File: src/rtl/ped_crossing_pkg.sv
// Shared encodings for the vehicle signal and pedestrian crossing FSM, plus
// the lamp bundle driven for each crossing state.
package ped_crossing_pkg;

  localparam logic [1:0] RED     = 2'b00;
  localparam logic [1:0] YELLOW  = 2'b01;
  localparam logic [1:0] GREEN   = 2'b10;
  localparam logic [1:0] INVALID = 2'b11;

  typedef enum logic [1:0] {
    IDLE  = 2'b00,
    WAIT  = 2'b01,
    WALK  = 2'b10,
    CLEAR = 2'b11
  } st_e;

  typedef struct packed {
    logic       walk;
    logic       dont_walk;
    logic [3:0] countdown;
    logic       req_pending;
  } lamp_t;

  localparam lamp_t LAMPS_IDLE = '{
    walk:        1'b0,
    dont_walk:   1'b1,
    countdown:   4'd0,
    req_pending: 1'b0
  };

  // Counter width that stays legal when the count range collapses to one.
  function automatic int cnt_width(input int n);
    return (n > 1) ? $clog2(n) : 1;
  endfunction

  function automatic lamp_t lamps_for(input st_e st, input logic [3:0] tmr,
                                      input logic flash);
    lamp_t l;
    l = LAMPS_IDLE;
    case (st)
      WAIT: l.req_pending = 1'b1;
      WALK: begin
        l.walk      = 1'b1;
        l.dont_walk = 1'b0;
        l.countdown = tmr;
      end
      CLEAR: begin
        l.dont_walk = flash;
        l.countdown = tmr;
      end
      default: ;
    endcase
    return l;
  endfunction

endpackage

File: src/rtl/ped_crossing_btn_debounce.sv
// Push-button conditioning: 2-flop synchronizer followed by a filter that only
// accepts a new level after DEBOUNCE consecutive identical samples.
module btn_debounce
  import ped_crossing_pkg::*;
#(
  parameter int DEBOUNCE = 3
) (
  input  logic clk,
  input  logic rst,
  input  logic btn,
  output logic level,
  output logic rise
);

  localparam int CW = cnt_width(DEBOUNCE);

  logic          sync1;
  logic          sync2;
  logic [CW-1:0] cnt;
  logic          differ;
  logic          settle;

  assign differ = (sync2 != level);
  assign settle = differ && (cnt == CW'(DEBOUNCE - 1));

  // NOTE: state registers use non-blocking assignments so every flop samples
  // the pre-edge value of the others, which is what makes the sync chain a chain.
  always_ff @(posedge clk) begin
    if (rst) begin
      sync1 <= 1'b0;
      sync2 <= 1'b0;
      cnt   <= '0;
      level <= 1'b0;
      rise  <= 1'b0;
    end else begin
      sync1 <= btn;
      sync2 <= sync1;
      rise  <= settle && sync2;
      if (settle) begin
        level <= sync2;
        cnt   <= '0;
      end else if (differ) begin
        cnt <= cnt + 1'b1;
      end else begin
        cnt <= '0;
      end
    end
  end

endmodule

File: src/rtl/ped_crossing.sv
// Pedestrian crossing controller slaved to a vehicle traffic controller:
// latches button requests and grants WALK only on a fresh red with enough time.
module ped_crossing
  import ped_crossing_pkg::*;
#(
  parameter logic [3:0] CLEAR_TIME = 4'd3,
  parameter int         FLASH_DIV  = 2,
  parameter int         DEBOUNCE   = 3
) (
  input  logic       clk,
  input  logic       rst,
  input  logic [1:0] signal,
  input  logic [3:0] timer,
  input  logic       ped_btn,
  output logic       walk,
  output logic       dont_walk,
  output logic [3:0] countdown,
  output logic       req_pending,
  output logic [7:0] served_cnt
);

  localparam int FW = cnt_width(FLASH_DIV);

  logic [1:0]    sig_q;
  logic [1:0]    sig_prev;
  logic [3:0]    timer_q;
  logic          red_entry;
  logic          btn_level;
  logic          btn_rise;
  logic          req_event;
  st_e           state;
  st_e           state_next;
  logic          served_inc;
  logic          flash;
  logic          flash_next;
  logic [FW-1:0] flash_cnt;
  logic [FW-1:0] flash_cnt_next;
  lamp_t         lamps_next;

  btn_debounce #(.DEBOUNCE(DEBOUNCE)) u_btn_debounce (
    .clk   (clk),
    .rst   (rst),
    .btn   (ped_btn),
    .level (btn_level),
    .rise  (btn_rise)
  );

  assign req_event = btn_rise && btn_level;

  // Reset to INVALID so a red already present when reset drops counts as fresh.
  always_ff @(posedge clk) begin
    if (rst) begin
      sig_q    <= INVALID;
      sig_prev <= INVALID;
      timer_q  <= '0;
    end else begin
      sig_prev <= sig_q;
      sig_q    <= signal;
      timer_q  <= timer;
    end
  end

  assign red_entry = (sig_q == RED) && (sig_prev != RED);

  // NOTE: every variable written here gets a default first; a path that skips
  // an assignment would otherwise infer a latch.
  always_comb begin
    state_next = state;
    served_inc = 1'b0;
    unique case (state)
      IDLE: begin
        if (req_event) state_next = WAIT;
      end
      WAIT: begin
        if (red_entry && (timer_q > CLEAR_TIME)) state_next = WALK;
      end
      WALK: begin
        if (sig_q == INVALID)           state_next = IDLE;
        else if (sig_q != RED)          state_next = CLEAR;
        else if (timer_q <= CLEAR_TIME) state_next = CLEAR;
      end
      CLEAR: begin
        if (sig_q == INVALID) begin
          state_next = IDLE;
        end else if (sig_q != RED) begin
          state_next = IDLE;
          served_inc = 1'b1;
        end
      end
      default: state_next = IDLE;
    endcase
  end

  // Flash phase restarts lit on every CLEAR entry, then toggles each FLASH_DIV cycles.
  always_comb begin
    flash_next     = flash;
    flash_cnt_next = flash_cnt;
    if (state_next == CLEAR) begin
      if (state != CLEAR) begin
        flash_next     = 1'b1;
        flash_cnt_next = '0;
      end else if (flash_cnt == FW'(FLASH_DIV - 1)) begin
        flash_next     = ~flash;
        flash_cnt_next = '0;
      end else begin
        flash_cnt_next = flash_cnt + 1'b1;
      end
    end
  end

  always_comb begin
    lamps_next = lamps_for(state_next, timer_q, flash_next);
  end

  always_ff @(posedge clk) begin
    if (rst) begin
      state       <= IDLE;
      flash       <= 1'b0;
      flash_cnt   <= '0;
      walk        <= LAMPS_IDLE.walk;
      dont_walk   <= LAMPS_IDLE.dont_walk;
      countdown   <= LAMPS_IDLE.countdown;
      req_pending <= LAMPS_IDLE.req_pending;
      served_cnt  <= '0;
    end else begin
      state       <= state_next;
      flash       <= flash_next;
      flash_cnt   <= flash_cnt_next;
      walk        <= lamps_next.walk;
      dont_walk   <= lamps_next.dont_walk;
      countdown   <= lamps_next.countdown;
      req_pending <= lamps_next.req_pending;
      if (served_inc) served_cnt <= served_cnt + 8'd1;
    end
  end

endmodule

File: config.mk
export PLATFORM = sky130hd
export DESIGN_NAME = ped_crossing
export DESIGN_NICKNAME = d
export VERILOG_FILES = /design/src/rtl/ped_crossing_pkg.sv /design/src/rtl/ped_crossing_btn_debounce.sv /design/src/rtl/ped_crossing.sv
export SDC_FILE = /design/constraint.sdc
export NUM_CORES = 1
export LEC_CHECK = 0
export CORE_ASPECT_RATIO = 1.25
export CORE_MARGIN = 5
export CORE_UTILIZATION = 40
export CTS_CLUSTER_SIZE = 16
export DETAILED_ROUTE_END_ITERATION = 12
export PLACE_DENSITY = 0.66
export SLEW_MARGIN = 25
export SYNTH_ARGS = -nofsm -noshare
export SYNTH_HDL_FRONTEND = slang
export SYNTH_SLANG_ARGS = --single-unit
export TNS_END_PERCENT = 5
File: constraint.sdc
create_clock -name clk -period 1.3 [get_ports clk]
set_input_delay 0.195 -clock clk [delete_from_list [all_inputs] [get_ports clk]]
set_output_delay 0.195 -clock clk [all_outputs]
set_load 0.01 [all_outputs]
* After elaboration in Yosys (flattened, before gate mapping)
Cells that the tools add are included.
** Operators by class
- Reduce and logical (&&, ||, !) cells :: 10
- Shift operators :: 0
- Multipliers :: 0
- $lt $le $gt $ge :: 2
- Bitwise gates (word level) :: 2
- Muxes and demuxes :: 19
- Equality and inequality tests :: 10
- Add/sub/neg operators :: 3
- Div/mod/pow operators :: 0
** Operators by type and width (number)
- 2-bit two-way mux :: 7
- 2-bit equality test, second input constant :: 6
- 1-bit two-way mux :: 10
- 5-bit case mux with 2 select lines :: 1
- 8-bit by 1-bit adder with 8-bit output, second input constant :: 1
- 2-bit case mux with 4 select lines :: 1
- 1-bit logical AND :: 5
- 2-bit by 1-bit equality test with 1-bit output, second input constant :: 2
- 4-bit by 2-bit > comparator with 1-bit output, second input constant :: 1
- 4-bit by 2-bit <= comparator with 1-bit output, second input constant :: 1
- 2-bit zero test :: 2
- 2-bit nonzero test :: 2
- 3-bit OR reduction :: 1
- 2-bit by 1-bit adder with 2-bit output, second input constant :: 1
- 2-bit != test, second input constant :: 1
- 1-bit inverter :: 2
- 1-bit adder, second input constant :: 1
- 1-bit != test :: 1
** Word-level totals
- ROM bits :: 0
- Bits in latches :: 0
- Flip-flop bits (word level) :: 33
- Output and inout port bits :: 15
- RAM bits :: 0
- Bits of input ports :: 9
- Memories :: 0
- Logic and storage cells :: 62

* Depth between registers and ports, before layout
- Depth after elaboration :: 8
- Depth in mapped cells :: 7

* By module
Synthesis repeated with hierarchy kept, for this count alone.
** Unflattened totals
- Cells, all modules :: 117
- Area total of the unflattened synthesis :: 1243.7 um^2
** By module, submodules not included
- ped_crossing :: times used 1, cells each 101, area each 1047.3 um^2
- btn_debounce :: times used 1, cells each 16, area each 196.4 um^2

* Worst setup path before layout
Ideal clock, no wire load.
- Path kind :: reg2reg
- From :: register sig_q[0]
- To :: register countdown[0]
- Library setup time :: 0.115 ns
- Setup slack :: -0.151 ns
- Path buffers :: 0
- Data required time :: 1.185 ns
- Data arrival time :: 1.336 ns
- Cell stages (with the launch flop) :: 7
- Cells stage by stage :: dfxtp_1 -> inv_1 -> ha_1 -> or2b_4 -> nor2b_4 -> o21ba_4 -> and2_1
** Between the ends
- Word-level cells in the longest chain between the ends :: 7
- Elaborated cells between the ends (all ways) :: 14
** RTL lines
- start, declared :: line ped_crossing.sv:24 : logic [1:0] sig_q;
- start signal, assigned :: line ped_crossing.sv:58 : sig_q <= signal;
- 2-bit zero test :: line ped_crossing.sv:63 : assign red_entry = (sig_q == RED) && (sig_prev != RED);
- 1-bit logical AND :: line ped_crossing.sv:63
- 1-bit logical AND :: line ped_crossing.sv:75 : if (red_entry && (timer_q > CLEAR_TIME)) state_next = WALK;
- 2-bit two-way mux :: line ped_crossing.sv:75
- 2-bit case mux with 4 select lines * :: line ped_crossing.sv:70 : unique case (state)
- 2-bit equality test :: line ped_crossing_pkg.sv:40 : case (st)
- 5-bit case mux with 2 select lines * :: line ped_crossing_pkg.sv:40
- end signal, assigned :: line ped_crossing.sv:122 : countdown <= LAMPS_IDLE.countdown;
- end signal, assigned :: line ped_crossing.sv:131 : countdown <= lamps_next.countdown;
- end, declared :: line ped_crossing.sv:17 : output logic [3:0] countdown,
Every way passes the cells marked *; elsewhere a longest branch is shown, timed or not.
A chain may end at the register's enable or synchronous reset.

* Worst setup path after layout
- From :: register sig_q[0]
- To :: register walk
** Between the ends
- Word-level cells in the longest chain between the ends :: 7
- Elaborated cells between the ends (all ways) :: 13
** RTL lines
- 2-bit zero test :: line ped_crossing.sv:63
- 1-bit logical AND :: line ped_crossing.sv:63
- 1-bit logical AND :: line ped_crossing.sv:75
- 2-bit two-way mux :: line ped_crossing.sv:75
- 2-bit case mux with 4 select lines * :: line ped_crossing.sv:70
- 2-bit equality test * :: line ped_crossing_pkg.sv:40
- 1-bit two-way mux * :: line ped_crossing_pkg.sv:40
- end signal, assigned :: line ped_crossing.sv:120 : walk <= LAMPS_IDLE.walk;
- end signal, assigned :: line ped_crossing.sv:129 : walk <= lamps_next.walk;
- end, declared :: line ped_crossing.sv:15 : output logic walk,
Marks and branches as above.

==> results.py <==
metrics = {
    "power_and_ir_drop": {
        "power_density_nw_per_um2": 1160,
        "irDropWorstVdd_mv": 1.04,
        "netSwitchingFraction": 0.189,
        "p_clk_frac": 0.465,
        "internal_power_uw": 1700,
        "seqPwrFrac": 0.494,
        "power.leakage_uw": 0.000748,
        "p_switching_uw": 395,
        "p_comb_frac": 0.041,
    },
    "clock_tree": {
        "root_buffer": "clkbuf_8",
        "cts-htree-levels": 2,
        "clock_latency_ns": 0.28,
        "ctsHoldBuffers": 0,
        "cts_tree": "done",
        "cts_buffers": 5,
        "cts_buffer_depth": 2,
        "path_clk_slew_ns": 0.06,
        "clock_sinks": 33,
    },
    "sta": {
        "tightest_slew_ns": 0.316,
        "finalCritPeriodShare": 1.11,
        "worst_slack_ns": -0.145,
        "fin_skew_ns": 0.00472,
        "finalSetupViolations": 13,
        "fmax_ghz": 0.692,
        "whs_ns": 0.413,
        "report.final.hold_viol_count": 0,
        "slew_headroom": 0.789,
        "rsz0062_at_grt": "true",
        "finalCriticalPeriod_ns": 1.44,
        "slew_viol_final": 0,
    },
    "floorplan": {
        "die_area_um2": 4590,
        "placementRows": 23,
        "boundaryPins": 24,
        "die_y_um": 74.5,
        "coreArea_um2": 3190,
        "start_util": 0.416,
        "die_w_um": 61.6,
    },
    "status": {
        "violations": "setup timing",
        "status": "finished, violations left",
    },
    "worst_setup_path": {
        "worstPathArrival_ns": 1.62,
        "startpoint_type": "register",
        "startpoint": "sig_q[0]",
        "worstPathRequired_ns": 1.48,
        "path_max_fanout": 7,
        "worstReg2RegStart": "sig_q[0]",
        "crit_type": "reg2reg",
        "endpoint_kind": "register",
    },
    "global_route": {
        "grt_max_degree": 18,
        "grt_pass1_vias": 931,
        "grt_remaining_overflow": 0,
        "grtUsageTotal": 0.119,
        "antenna_found_initial": 0,
        "grt_pass1_wl_mm": 4.02,
    },
    "drt": {
        "first_pass_iters": 3,
        "drt_iter0_markers": 5,
        "drt_wl_total_mm": 2.31,
        "wl_per_cell_um": 11.7,
        "num_vias": 943,
        "drc_errors": 0,
        "antenna_left": 0,
        "vias_per_cell": 4.79,
    },
    "logic_synthesis": {
        "syn_nets": 138,
        "ys.warnings.count": 0,
        "synth_area_leaders": "dfxtp_1 (50%), ha_1 (4.7%), nor2b_1 (3.8%)",
        "ys_types": 39,
        "ys_seq_area_frac": 0.497,
        "syn_area_per_cell_um2": 10.7,
        "synth_edf_count": 0,
        "synth_top_cell_by_area": "dfxtp_1",
        "async_flop_share": 0,
        "netlist_instances": 124,
        "netlist_area_um2": 1330,
        "synth_top_area_frac": 0.497,
        "synth-main-ff-cell": "dfxtp_1",
        "ys_seq_elements": 33,
    },
    "cells_and_area": {
        "num-nets-final": 173,
        "final_cell_area_um2": 1800,
        "mostFrequentLayoutCells": "dfxtp_1 (29), dlygate4sd2_1 (15), nor2_1 (12)",
        "fillers": 261,
        "layout_commonest_cell": "dfxtp_1",
        "final_cells": 197,
        "diodes": 0,
        "syn2layout_area_growth_pct": 35.4,
        "layout-drive-gt1-share": 0.269,
    },
    "place": {
        "place_congestion": 0.835,
        "pre_cts_ws_ns": -0.118,
        "hpwl_mm": 1.74,
        "place_area_um2": 1670,
        "dp.cells": 189,
        "io_buffers": 23,
    },
    "min_path": {
        "min_path_type": "reg2reg",
        "min-delay-start": "u_btn_debounce.cnt[0]",
    },
    "job": {
        "drv_cap": 0,
    },
}
## power groups by stage
stage	clock (µW)	sequential (µW)	combinational [µW]
finish	975	1040	86.3
CTS	1000	1040	83.6
detailed placement	0	1060	82.1
global placement	0	1060	79.9
global route	1040	1040	94.8
floorplan	0	1060	40.3
## cell type report
class,count,area [µm²],area share
clock inverters,1,30.0,0.0167
inverters,4,20.0,0.0111
multi-input cells,82,661,0.367
clock buffers,7,86.3,0.0479
well taps,37,46.3,0.0257
flip-flops and latches,33,671,0.372
repair buffers,33,287,0.159
## state kept, by name, indices dropped and copies added, names as in the netlist
signal,cells
flash_cnt,1
u_btn_debounce.sync1,1
served_cnt,8
u_btn_debounce.cnt,2
u_btn_debounce.rise,1
flash,1
req_pending,1
dont_walk,1
countdown,4
u_btn_debounce.level,1
walk,1
timer_q,4
sig_prev,2
u_btn_debounce.sync2,1
sig_q,2
state,2
## layer usage
metal,up-vias,global-route usage,share of wire
li1,486,-,-
met1,440,0.129,0.39
met2,12,0.198,0.54
met3,5,0.0521,0.043
met4,0,0.0519,0.021
met5,-,0,0
## logic make-up (layout without fill, tap and decap cells)
group	count (synthesis)	after routing	synth area share
AO/OA/AOI/OAI	14	14	0.0931
flip-flops	33	33	0.497
multiplexers	2	2	0.0151
adder cells (fa/ha/maj)	5	5	0.0470
buffers and inverters	9	45	0.0348
XOR/XNOR	8	8	0.0527
AND/OR/NAND/NOR	53	53	0.261
## path summary, 6_finish.rpt
check,slack [ns],end,cells past startpoint
max,-0.14,walk,6
min,0.41,u_btn_debounce.cnt[0],1
max reg2reg,-0.14,walk,6
min reg2reg,0.41,u_btn_debounce.cnt[0],1
## cell usage after synthesis, types with 2 or more instances
library cell	n
o21ai_0	3
and2_1	4
mux2i_1	2
or2_2	4
and3_1	3
inv_1	4
dfxtp_1	33
nand4_1	4
xor2_1	3
clkbuf_1	2
a21oi_1	3
or3_1	2
nor2_1	12
nor3_2	2
xnor2_1	5
nor2b_1	8
ha_1	5
nand2_1	4
## stage by stage
| step | utilization | total power, µW | TNS [ns] |
|---|---|---|---|
| 6_report | 0.564 | 2100 | -0.988 |
| 5_1_grt | 0.564 | 2170 | -1.83 |
| 4_1_cts | 0.554 | 2120 | -1.26 |
| 3_5_place_dp | 0.521 | 1140 | -1.35 |
| 3_3_place_gp | 0.521 | 1140 | -0.728 |
| 2_1_floorplan | - | 1100 | -0.219 |
## what timing repair did
item | in CTS | in global routing
setup endpoints to repair | 32 | 18
resized for setup | 18 | 11
pin swaps | 2 | 3
endpoints found under the hold margin | 0 | 0
buffers inserted | 0 | 0
## worst max-delay path, cell delays in order (launching register included)
cell and delay (ns):
dfxtp_4 0.37, inv_4 0.05, ha_4 0.15, or2b_4 0.26, nor2b_4 0.14, o21ba_4 0.23
and2b_1 0.15
Note: power is estimated with default switching activity, not from simulation.
